===== src/rtl/playback_sequencer.sv =====
// Playback controller: turns button pulses and song_done into play/song/reset_player
// for song_reader, with auto-advance, wrap-around and optional repeat-all.
module playback_sequencer #(
    parameter int NUM_SONGS    = 4,
    parameter int RESET_CYCLES = 2
) (
    input  logic       clk,
    input  logic       reset,
    input  logic       play_button,
    input  logic       next_button,
    input  logic       prev_button,
    input  logic       repeat_mode,
    input  logic       song_done,
    output logic       play,
    output logic [1:0] song,
    output logic       reset_player
);

    typedef enum logic [1:0] {
        PAUSED  = 2'd0,
        PLAYING = 2'd1,
        SWITCH  = 2'd2
    } state_e;

    localparam int               CNT_W     = $clog2(RESET_CYCLES + 1);
    localparam logic [CNT_W-1:0] CNT_LAST  = CNT_W'(RESET_CYCLES - 1);
    localparam logic [1:0]       SONG_LAST = 2'(NUM_SONGS - 1);

    state_e           state_q, state_d;
    state_e           ret_q, ret_d;
    logic [1:0]       song_q, song_d;
    logic [CNT_W-1:0] sw_cnt_q, sw_cnt_d;

    logic [1:0] song_next;
    logic [1:0] song_prev;
    logic       at_last;

    // Wrap explicitly at NUM_SONGS so song never leaves 0..NUM_SONGS-1.
    assign at_last   = (song_q == SONG_LAST);
    assign song_next = at_last ? 2'd0 : song_q + 2'd1;
    assign song_prev = (song_q == 2'd0) ? SONG_LAST : song_q - 2'd1;

    always_comb begin
        // NOTE: every output of this block gets a default first, so no path leaves one unassigned and no latch is inferred.
        state_d  = state_q;
        ret_d    = ret_q;
        song_d   = song_q;
        sw_cnt_d = sw_cnt_q;

        unique case (state_q)
            PAUSED: begin
                if (next_button) begin
                    song_d  = song_next;
                    ret_d   = PAUSED;
                    state_d = SWITCH;
                end else if (prev_button) begin
                    song_d  = song_prev;
                    ret_d   = PAUSED;
                    state_d = SWITCH;
                end else if (play_button) begin
                    state_d = PLAYING;
                end
            end

            PLAYING: begin
                if (next_button) begin
                    song_d  = song_next;
                    ret_d   = PLAYING;
                    state_d = SWITCH;
                end else if (prev_button) begin
                    song_d  = song_prev;
                    ret_d   = PLAYING;
                    state_d = SWITCH;
                end else if (song_done) begin
                    // End of the last song stops playback unless repeat-all is on.
                    song_d  = song_next;
                    ret_d   = (at_last && !repeat_mode) ? PAUSED : PLAYING;
                    state_d = SWITCH;
                end else if (play_button) begin
                    state_d = PAUSED;
                end
            end

            SWITCH: begin
                if (sw_cnt_q == CNT_LAST) begin
                    sw_cnt_d = '0;
                    state_d  = ret_q;
                end else begin
                    sw_cnt_d = sw_cnt_q + 1'b1;
                end
            end

            default: begin
                state_d  = PAUSED;
                ret_d    = PAUSED;
                song_d   = 2'd0;
                sw_cnt_d = '0;
            end
        endcase
    end

    always_ff @(posedge clk) begin
        // NOTE: sequential state uses non-blocking assignments so all flops update together at the edge.
        if (!reset) begin
            state_q  <= PAUSED;
            ret_q    <= PAUSED;
            song_q   <= 2'd0;
            sw_cnt_q <= '0;
        end else begin
            state_q  <= state_d;
            ret_q    <= ret_d;
            song_q   <= song_d;
            sw_cnt_q <= sw_cnt_d;
        end
    end

    assign play         = (state_q == PLAYING);
    assign reset_player = (state_q == SWITCH);
    assign song         = song_q;

endmodule


===== config.mk =====
export PLATFORM = sky130hd
export DESIGN_NAME = playback_sequencer
export DESIGN_NICKNAME = d
export VERILOG_FILES = /design/src/rtl/playback_sequencer.sv
export SDC_FILE = /design/constraint.sdc
export NUM_CORES = 1
export LEC_CHECK = 0
export ABC_AREA = 1
export CORE_AREA = 2 2 39 41
export CTS_BUF_LIST = sky130_fd_sc_hd__clkbuf_4
export CTS_CLUSTER_SIZE = 14
export DETAILED_ROUTE_END_ITERATION = 7
export DIE_AREA = 0 0 41 43
export PLACE_DENSITY = 0.59
export SETUP_SLACK_MARGIN = 0.05
export SKIP_CTS_REPAIR_TIMING = 1
export SLEW_MARGIN = 20
export SYNTH_ARGS = -nofsm -noshare
export SYNTH_HDL_FRONTEND = slang
export SYNTH_SLANG_ARGS = --single-unit

===== constraint.sdc =====
create_clock -name clk -period 1.82 [get_ports clk]
set_input_delay 0.455 -clock clk [delete_from_list [all_inputs] [get_ports clk]]
set_output_delay 0.455 -clock clk [all_outputs]
set_load 0.02 [all_outputs]

[Word-level counts from Yosys, hierarchy flattened]
Cells that the tools add are included.
Cells by class
  bitwise operators: 1
  add/subtract/negate cells: 3
  equal/unequal tests: 9
  reductions and logical operators: 7
  muxes and demuxes: 26
Operators by type and width (count)
  2-bit 2-to-1 mux: 21
  2-bit one-hot mux with 3 select lines: 3
  4-bit != test, second input constant: 2
  3-bit AND reduction: 2
  5-bit != test, second input constant: 1
  2-bit by 1-bit adder with 2-bit output, second input constant: 2
  2-bit by 1-bit equality test with 1-bit output, second input constant: 2
  2-bit equality test, second input constant: 2
  2-bit logical NOT: 2
  2-bit one-hot mux with 2 select lines: 1
  3-bit != test, second input constant: 1
  2-bit by 1-bit != test with 1-bit output, second input constant: 1
  2-bit OR reduction: 1
  2-bit by 1-bit subtractor with 2-bit output, second input constant: 1
  1-bit logical AND: 1
  1-bit logical NOT: 1
  1-bit 2-to-1 mux: 1
  1-bit inverter: 1
Word-level totals
  register bits: 8
  bits of input ports: 7

[Depth between registers and ports, before layout]
Gate-level depths: netlist (run 1).
  depth after elaboration: 7
  mapped depth: 8
  mapped depth without buffers: 8

[Least setup slack after synthesis (run 1)]
OpenSTA, ideal clock, no wires.
  kind: flip-flop to flip-flop
  start point: register song_q[0], in the netlist song[0]
  end point: register song_q[1], in the netlist song[1]
  path slack: 599 ps
  arrival time: 1109 ps
  stages on the path, launching flop included: 8
  data required time: 1709 ps
  cell sequence: dfxtp_1 > ha_1 > nor2_1 > nor2_1 > nand2_1 > inv_1 > nor2_1 > nor2_1
On the way
  longest elaborated chain between the ends: 6
  elaborated cells between the ends (all ways): 12
  those cells by class: add/sub: 2; eq/ne: 1; mux: 8; reduce/logical: 1
Ends and longest elaborated chain
  start: declaration: line 31  | logic [1:0] song_q, song_d;
  start signal: assignment: line 112  | song_q <= song_d;
  2-bit by 1-bit adder with 2-bit output or 2-bit equality test (tied branches): line 40, 39
  2-bit 2-to-1 mux: line 40  | assign song_next = at_last ? 2'd0 : song_q + 2'd1;
  2-bit 2-to-1 mux: line 74  | end else if (song_done) begin
  2-bit 2-to-1 mux: line 70  | end else if (prev_button) begin
  2-bit 2-to-1 mux: line 66  | if (next_button) begin
  2-bit one-hot mux with 3 select lines *: line 50  | unique case (state_q)
Every way passes the cells marked *; elsewhere a longest branch is shown, timed or not. The select of a mux whose other input is x is not followed.
A chain may end at the register's enable or synchronous reset.

[Final worst setup path (run 1)]
  start point: register song_q[0], in the netlist song[0]
  end point: output port song[0]
RTL lines
  end: declaration: line 15  | output logic [1:0] song,
No word-level cell between the ends.

==> out/results.md, run 1 <==
| Result | Reported | Unit |
|:---|:---|:---|
| Share of synthesized area occupied by flip-flops and latches | 33.5 | % |
| Total power | 477 | uW |
| Critical path cell sequence | clkdlybuf4s50_1 | - |
| Delay-heaviest family, CP | buffers and inverters | - |
| Parity-gate share of the synthesized area counting xor and xnor cells | 0 | % |
| Via count | 434 | - |
| Total routed wirelength | 885 | um |
| Maximum root-to-sink buffer count | 2 | - |
| Number of distinct library cells after synthesis | 13 | - |
| Fraction of final layout cells sized beyond drive strength 1 | 14.6 | % |
| Final Net Count | 91 | - |
| Combined area of the multi-input logic cells | 221 | um2 |
| Post-synthesis instance area | 418 | um2 |
| Setup Crit Path Kind | reg -> out | - |
| Routed wire length per instance | 9.03 | um |
| Cell depth of the worst hold path | 2 | - |
| Share of synthesized cell area in full adder, half adder and majority cells | 2.99 | % |
| Placeable core area | 0.00138 | mm2 |
| Clock slew at reported path FFs | 0.05 | ns |
| Clock latency of the later-clocked register in the worst-skew pair | 0.25 | ns |
| Boundary Pins | 11 | - |
| Static leakage power | 0.000308 | uW |
| Total congestion overflow after global routing | 0 | - |
| Share of Yosys cell area claimed by the top area cell type | 33.5 | % |
| Initial Utilization | 30.2 | % |
| Reg-to-reg endpoint | song[1]$_SDFFE_PN0P_ | - |
| R2R setup slack | 0.58 | ns |
| Maximum vdd drop | 0.393 | mV |
| Count of unresolved DRC violations after routing | 0 | - |
| Fraction of synthesis flops using an asynchronous set or reset pin | 0 | % |
| Critical Path Source | song[0]$_SDFFE_PN0P_ | - |
| Final Worst Setup Slack | 0.122 | ns |
| Worst R2R Start | song[0]$_SDFFE_PN0P_ | - |
| Worst Tran Pin Value | 0.241 | ns |
| Critical path startpoint category | register | - |
| Root buffer cell | sky130_fd_sc_hd__clkbuf_4 | - |
| Crit path buffers/inverters | 1 | - |
| Register area | 141 | um2 |
| GRT Total Usage | 12.4 | % |
| Cell at the slowest stage of the critical path | sky130_fd_sc_hd__clkdlybuf4s50_1 | - |
| Placement Cell Area | 538 | um2 |
| Min Clock Period, post-route | 1.70 | ns |
| Yosys top cell by area | sky130_fd_sc_hd__dfxtp_1 | - |
| Worst slack at placement | 0.141 | ns |
| Post-route cell area | 574 | um2 |
| Kind of path behind the tightest hold check | reg -> reg | - |
| Unrepaired setup endpoints after global routing | no | - |
| Final hold slack | 0.425 | ns |
| Simple-gate share of the synthesized area | 41.6 | % |
| Number of antenna violations at the first check in global routing | 0 | - |
| Power density over the cells | 830 | mW/mm2 |
| Count of flip-flops with a built-in enable after synthesis | 0 | - |
| Required time at the worst-slack endpoint | 1.36 | ns |
| Mapped Cells | 68 | - |
| Relative slew slack | 83.7 | % |
| Max frequency | 589 | MHz |
| Critical path arrival | 1.24 | ns |
| CTS tree | done | - |
| Clock buffers created by TritonCTS | 3 | - |
| Flip-flop cell with the highest count after synthesis | sky130_fd_sc_hd__dfxtp_1 | - |
| Total iterations of the first detailed-routing run | 4 | - |
| Main combinational cell family by area after synthesis | simple AND/OR/NAND/NOR gates | - |
| Endpoint class of the critical path | primary output | - |
| Number of max-capacitance violations reported | 0 | - |
| Placed wire-length estimate after detailed placement | 700 | um |
| Worst setup path endpoint | song[0] | - |
| Most frequent cell after synthesis | sky130_fd_sc_hd__nand2_1 | - |
| Global placer's final weighted congestion | 0.748 | - |
| CTS H-Tree Depth | 1 | - |
| Proportion of synthesized area in mux cells | 0 | % |
| Die Outline Area | 0.00176 | mm2 |
| Setup skew after layout | 0.00338 | ns |
| Setup violations, final | 0 | - |
| Flop and latch count out of synthesis | 7 | - |
| IO buf count | 10 | - |
| Synth area leaders | sky130_fd_sc_hd__dfxtp_1, sky130_fd_sc_hd__nand2_1, sky130_fd_sc_hd__inv_1 | - |
| Sink Count | 7 | - |
| Biggest fanout along the worst timing path | 4 | - |
| Area growth from synthesis to layout | 37.4 | % |
| Pin count of the biggest net entering global routing | 8 | - |
| Final period util | 93.3 | % |
| Antenna Violating Nets Remaining | 0 | - |
| Overall die width | 41 | um |
| DR iter-0 viols | 14 | - |
| Syn nets | 76 | - |
| Global-route wire length before repair | 1390 | um |
| Number of cells on the critical path | 1 | - |
| Outcome | finished clean | - |
| Share of the core filled with cells in the final layout | 41.5 | % |
| Final-report hold violation count | 0 | - |
| Site Rows | 14 | - |
| Final number of max-transition violations | 0 | - |
| Compound-Gate Fraction of Synth Area | 8.38 | % |
| Number of cells on the worst reg-to-reg path | 7 | - |
| Via count of the first global-routing pass | 333 | - |
| Peak per-stage delay on the critical path | 0.63 | ns |
| Count of filler cells inserted in the layout | 151 | - |
| Antenna cells | 0 | - |
| Average footprint of a synthesized cell | 6.15 | um2 |
| Syn. warnings | 0 | - |
| Most numerous cell types in the synthesized netlist | sky130_fd_sc_hd__nand2_1, sky130_fd_sc_hd__inv_1, sky130_fd_sc_hd__dfxtp_1 | - |
| Vias per cell | 4.43 | - |
| Die Y | 43 | um |
[stage by stage]
step	std cells	setup TNS [ns]
after floorplan	68	0
after global placement	94	0
after detailed placement	94	0
after CTS	98	-0.265
after global routing	98	0
final	98	0
[cell families after synthesis]
kind of cell | count (synthesis)
flip-flops | 7
adder cells (fa/ha/maj) | 1
AND/OR/NAND/NOR | 38
buffers and inverters | 15
AO/OA/AOI/OAI | 7
[tightest hold or removal path, cell delays in order (launching register included)]
cell and delay [ns]:
sky130_fd_sc_hd__dfxtp_1 0.30, sky130_fd_sc_hd__inv_1 0.04, sky130_fd_sc_hd__nor2_1 0.03
[layout make-up]
class / instances / area share (%)
multi-input cells: 46 / 38.6
flip-flops and latches: 7 / 24.6
repair buffers: 10 / 18.3
inverters: 15 / 9.80
clock buffers: 4 / 5.23
well taps: 16 / 3.49
[metal layers]
layer,up-vias,GRT usage [%],routed length (um)
li1,239,-,-
met4,0,10.0,0
met2,9,13.8,396
met3,0,6.28,35
met5,-,0,0
met1,186,16.9,453
[state kept, by name (all words and copies together) (netlist names)]
signal,cells
state_q,2
song,2
ret_q,1
sw_cnt_q,2
[power by group]
group	total (uW)	leakage (uW)	switching, uW	internal (uW)
sequential	181	0.0000581	12.6	168
clock	152	0.0000184	53.3	98.3
combinational	144	0.000231	82.1	61.8
total	477	0.000308	148	329
[layout by cell type, fill, tap and decap left out]
cell type                          n
sky130_fd_sc_hd__nand4_1           3
sky130_fd_sc_hd__nand2_1          18
sky130_fd_sc_hd__nor2_2            2
sky130_fd_sc_hd__dlymetal6s2s_1    2
sky130_fd_sc_hd__nand3_2           1
sky130_fd_sc_hd__clkbuf_4          4
sky130_fd_sc_hd__o21ai_0           2
sky130_fd_sc_hd__dfxtp_2           1
sky130_fd_sc_hd__inv_2             2
sky130_fd_sc_hd__clkdlybuf4s50_1   8
sky130_fd_sc_hd__nand2_2           2
sky130_fd_sc_hd__dfxtp_1           6
sky130_fd_sc_hd__nor2_1            6
sky130_fd_sc_hd__ha_1              1
sky130_fd_sc_hd__inv_1            13
sky130_fd_sc_hd__nand3_1           6
sky130_fd_sc_hd__a21oi_1           5
[how the worst min path moves through the flow]
stage                              from                        to
2_1_floorplan  sw_cnt_q[1]$_SDFFE_PN0N_  sw_cnt_q[1]$_SDFFE_PN0N_
3_3_place_gp   sw_cnt_q[1]$_SDFFE_PN0N_  sw_cnt_q[1]$_SDFFE_PN0N_
3_5_place_dp   sw_cnt_q[1]$_SDFFE_PN0N_  sw_cnt_q[1]$_SDFFE_PN0N_
4_1_cts        sw_cnt_q[1]$_SDFFE_PN0N_  sw_cnt_q[1]$_SDFFE_PN0N_
5_1_grt        sw_cnt_q[1]$_SDFFE_PN0N_  sw_cnt_q[1]$_SDFFE_PN0N_
6_report       sw_cnt_q[1]$_SDFFE_PN0N_  sw_cnt_q[1]$_SDFFE_PN0N_
Power figures use the tool's default switching activity.
==> run 2: changes to the inputs <==
--- a/config.mk
+++ b/config.mk
@@ -5,13 +5,13 @@
 export SDC_FILE = /design/constraint.sdc
 export NUM_CORES = 1
 export LEC_CHECK = 0
-export ABC_AREA = 1
 export CORE_AREA = 2 2 39 41
 export CTS_BUF_LIST = sky130_fd_sc_hd__clkbuf_4
 export CTS_CLUSTER_SIZE = 14
 export DETAILED_ROUTE_END_ITERATION = 7
 export DIE_AREA = 0 0 41 43
-export PLACE_DENSITY = 0.59
+export HOLD_SLACK_MARGIN = 0.03
+export PLACE_DENSITY = 0.62
 export SETUP_SLACK_MARGIN = 0.05
 export SKIP_CTS_REPAIR_TIMING = 1
 export SLEW_MARGIN = 20
==> run 2 against run 1 <==
Clock skew is 0.0012 ns lower; non-clock buffer count is 7 higher; global-route usage is 1.3 points higher; power is 8.8% higher; sequential power hardly changed; maximum frequency is 1.9% higher; critical path depth stayed put; clock power is 3% higher; hold slack better by 0.057 ns; die area stayed put; critical path type unchanged; critical endpoint is now song[1].
==> out/results.md, run 2 <==
| Result | Reported | Unit |
|:---|:---|:---|
| Outcome | finished clean | - |
| Required time at the worst-slack endpoint | 1.36 | ns |
| Clock buffers created by TritonCTS | 3 | - |
| Initial Utilization | 32.9 | % |
| Flip-flop cell with the highest count after synthesis | sky130_fd_sc_hd__dfxtp_1 | - |
| Final period util | 91.5 | % |
| M3 GR Usage | 1.57 | % |
| Most frequent cell after synthesis | sky130_fd_sc_hd__dfxtp_1 | - |
| Static leakage power | 0.000284 | uW |
| Critical path cell sequence | clkdlybuf4s50_1 | - |
| Number of distinct library cells after synthesis | 31 | - |
| Mapped Cells | 53 | - |
| Parity-gate share of the synthesized area counting xor and xnor cells | 0 | % |
| Via count of the first global-routing pass | 391 | - |
| Relative slew slack | 80.0 | % |
| Leading cell type in the layout, fill and taps excluded | sky130_fd_sc_hd__clkdlybuf4s50_1 | - |
| Biggest fanout along the worst timing path | 3 | - |
| Critical path arrival | 1.21 | ns |
| Vias per cell | 5.21 | - |
| Peak per-stage delay on the critical path | 0.61 | ns |
| Critical path startpoint category | register | - |
| Sink Count | 7 | - |
| Delay-heaviest family, CP | buffers and inverters | - |
| R2R setup slack | 0.42 | ns |
| Setup skew after layout | 0.00218 | ns |
| Crit path buffers/inverters | 1 | - |
| Post-route cell area | 631 | um2 |
| Peak-usage layer in the global routing report | met1 | - |
| Proportion of synthesized area in mux cells | 2.20 | % |
| Total iterations of the first detailed-routing run | 2 | - |
| CTS H-Tree Depth | 1 | - |
| Simple-gate share of the synthesized area | 26.4 | % |
| Clock latency of the later-clocked register in the worst-skew pair | 0.25 | ns |
| Syn nets | 61 | - |
| Number of antenna violations at the first check in global routing | 0 | - |
| Placed wire-length estimate after detailed placement | 765 | um |
| Max frequency | 600 | MHz |
| Register area | 140 | um2 |
| Post-synthesis instance area | 455 | um2 |
| Most numerous cell types in the synthesized netlist | sky130_fd_sc_hd__dfxtp_1, sky130_fd_sc_hd__nor2b_1, sky130_fd_sc_hd__nand2_1, sky130_fd_sc_hd__o21ai_0 | - |
| Compound-Gate Fraction of Synth Area | 29.1 | % |
| Count of unresolved DRC violations after routing | 0 | - |
| Yosys top cell by area | sky130_fd_sc_hd__dfxtp_1 | - |
| Count of flip-flops with a built-in enable after synthesis | 0 | - |
| Site Rows | 14 | - |
| IO buf count | 10 | - |
| Share of Yosys cell area claimed by the top area cell type | 30.8 | % |
| Number of max-capacitance violations reported | 0 | - |
| Final Net Count | 79 | - |
| Flop and latch count out of synthesis | 7 | - |
| Combined area of the multi-input logic cells | 275 | um2 |
| Boundary Pins | 11 | - |
| Placement Cell Area | 596 | um2 |
| Share of synthesized area occupied by flip-flops and latches | 30.8 | % |
| Min Clock Period, post-route | 1.67 | ns |
| Setup violations, final | 0 | - |
| Worst Tran Pin Value | 0.296 | ns |
| Root buffer cell | sky130_fd_sc_hd__clkbuf_4 | - |
| Met1 usage | 18.5 | % |
| Maximum root-to-sink buffer count | 2 | - |
| DR iter-0 viols | 8 | - |
| Via count | 448 | - |
| Global-route wire length before repair | 1640 | um |
| Final number of max-transition violations | 0 | - |
| Share of the core filled with cells in the final layout | 45.6 | % |
| Fraction of synthesis flops using an asynchronous set or reset pin | 0 | % |
| Worst slack at placement | -0.0383 | ns |
| Clock slew at reported path FFs | 0.05 | ns |
| Global placer's final weighted congestion | 0.753 | - |
| Synth area leaders | sky130_fd_sc_hd__dfxtp_1, sky130_fd_sc_hd__nor2b_1, sky130_fd_sc_hd__buf_6 | - |
| Total routed wirelength | 1020 | um |
| Placeable core area | 0.00138 | mm2 |
| Maximum vdd drop | 0.312 | mV |
| Antenna cells | 0 | - |
| Routed wire length per instance | 11.8 | um |
| Count of filler cells inserted in the layout | 142 | - |
| Main combinational cell family by area after synthesis | compound AO/OA/AOI/OAI gates | - |
| Leading cell types in the layout, fill and taps excluded | sky130_fd_sc_hd__clkdlybuf4s50_1, sky130_fd_sc_hd__buf_4, sky130_fd_sc_hd__dfxtp_1 | - |
| Unrepaired setup endpoints after global routing | no | - |
| Kind of path behind the tightest hold check | reg -> reg | - |
| Antenna Violating Nets Remaining | 0 | - |
| Endpoint class of the critical path | primary output | - |
| Die Outline Area | 0.00176 | mm2 |
| Met2 usage | 18.1 | % |
| Average footprint of a synthesized cell | 8.59 | um2 |
| Fraction of final layout cells sized beyond drive strength 1 | 15.7 | % |
| Final-report hold violation count | 0 | - |
| Setup Crit Path Kind | reg -> out | - |
| Final hold slack | 0.482 | ns |
| Share of synthesized cell area in full adder, half adder and majority cells | 2.75 | % |
| GRT Total Usage | 13.7 | % |
| Cell at the slowest stage of the critical path | sky130_fd_sc_hd__clkdlybuf4s50_1 | - |
| Final Worst Setup Slack | 0.155 | ns |
| Pin count of the biggest net entering global routing | 10 | - |
| Area growth from synthesis to layout | 38.5 | % |
| Final total negative setup slack | 0 | ns |
| Die Y | 43 | um |
| Overall die width | 41 | um |
| CTS tree | done | - |
| Syn. warnings | 0 | - |
| Power density over the cells | 822 | mW/mm2 |
| Total congestion overflow after global routing | 0 | - |
-- run 2: cell types whose count changed in the layout (fill, tap and decap cells not counted), sizes merged, moves of 4 or more --
cell / previous run / this run
inv: 15 / 2
nor2: 8 / 1
nand2: 20 / 3
a21oi: 5 / 1
nand3: 7 / 1
buf: 0 / 7
nor2b: 0 / 4
-- run 2: logic make-up after synthesis --
kind of cell	count (synthesis)
flip-flops	7
AND/OR/NAND/NOR	20
multiplexers	1
AO/OA/AOI/OAI	18
buffers and inverters	6
adder cells (fa/ha/maj)	1
-- run 2: area by class of cell --
class | instances | share of cell area (%)
flip-flops and latches | 7 | 22.2
inverters | 2 | 1.19
multi-input cells | 40 | 43.7
repair buffers | 17 | 25.0
clock buffers | 4 | 4.76
well taps | 16 | 3.17
-- run 2: report_power, final --
part           internal (uW)  leakage (uW)  switching (uW)
registers                169     0.0000576            11.1
logic                   98.0      0.000208            84.0
clock network           98.5     0.0000184            57.2
-- run 2: final timing paths --
kind / to / cells past startpoint / startpoint
max: song[1] / 1 / song[1]$_SDFFE_PN0P_
max reg2reg: song[1]$_SDFFE_PN0P_ / 5 / song[0]$_SDFFE_PN0P_
min reg2reg: song[1]$_SDFFE_PN0P_ / 2 / song[1]$_SDFFE_PN0P_
min: song[1]$_SDFFE_PN0P_ / 2 / song[1]$_SDFFE_PN0P_
-- run 2: layer usage --
metal / share of wire, % / vias up
li1: - / 228
met1: 49 / 210
met2: 47 / 8
met3: 3.3 / 2
met4: 0.69 / 0
met5: 0 / -
-- run 2: metrics by stage --
step / cells / total power [uW]
floorplan: 53 / 296
global placement: 82 / 367
detailed placement: 82 / 367
CTS: 86 / 529
global route: 86 / 555
finish: 86 / 518
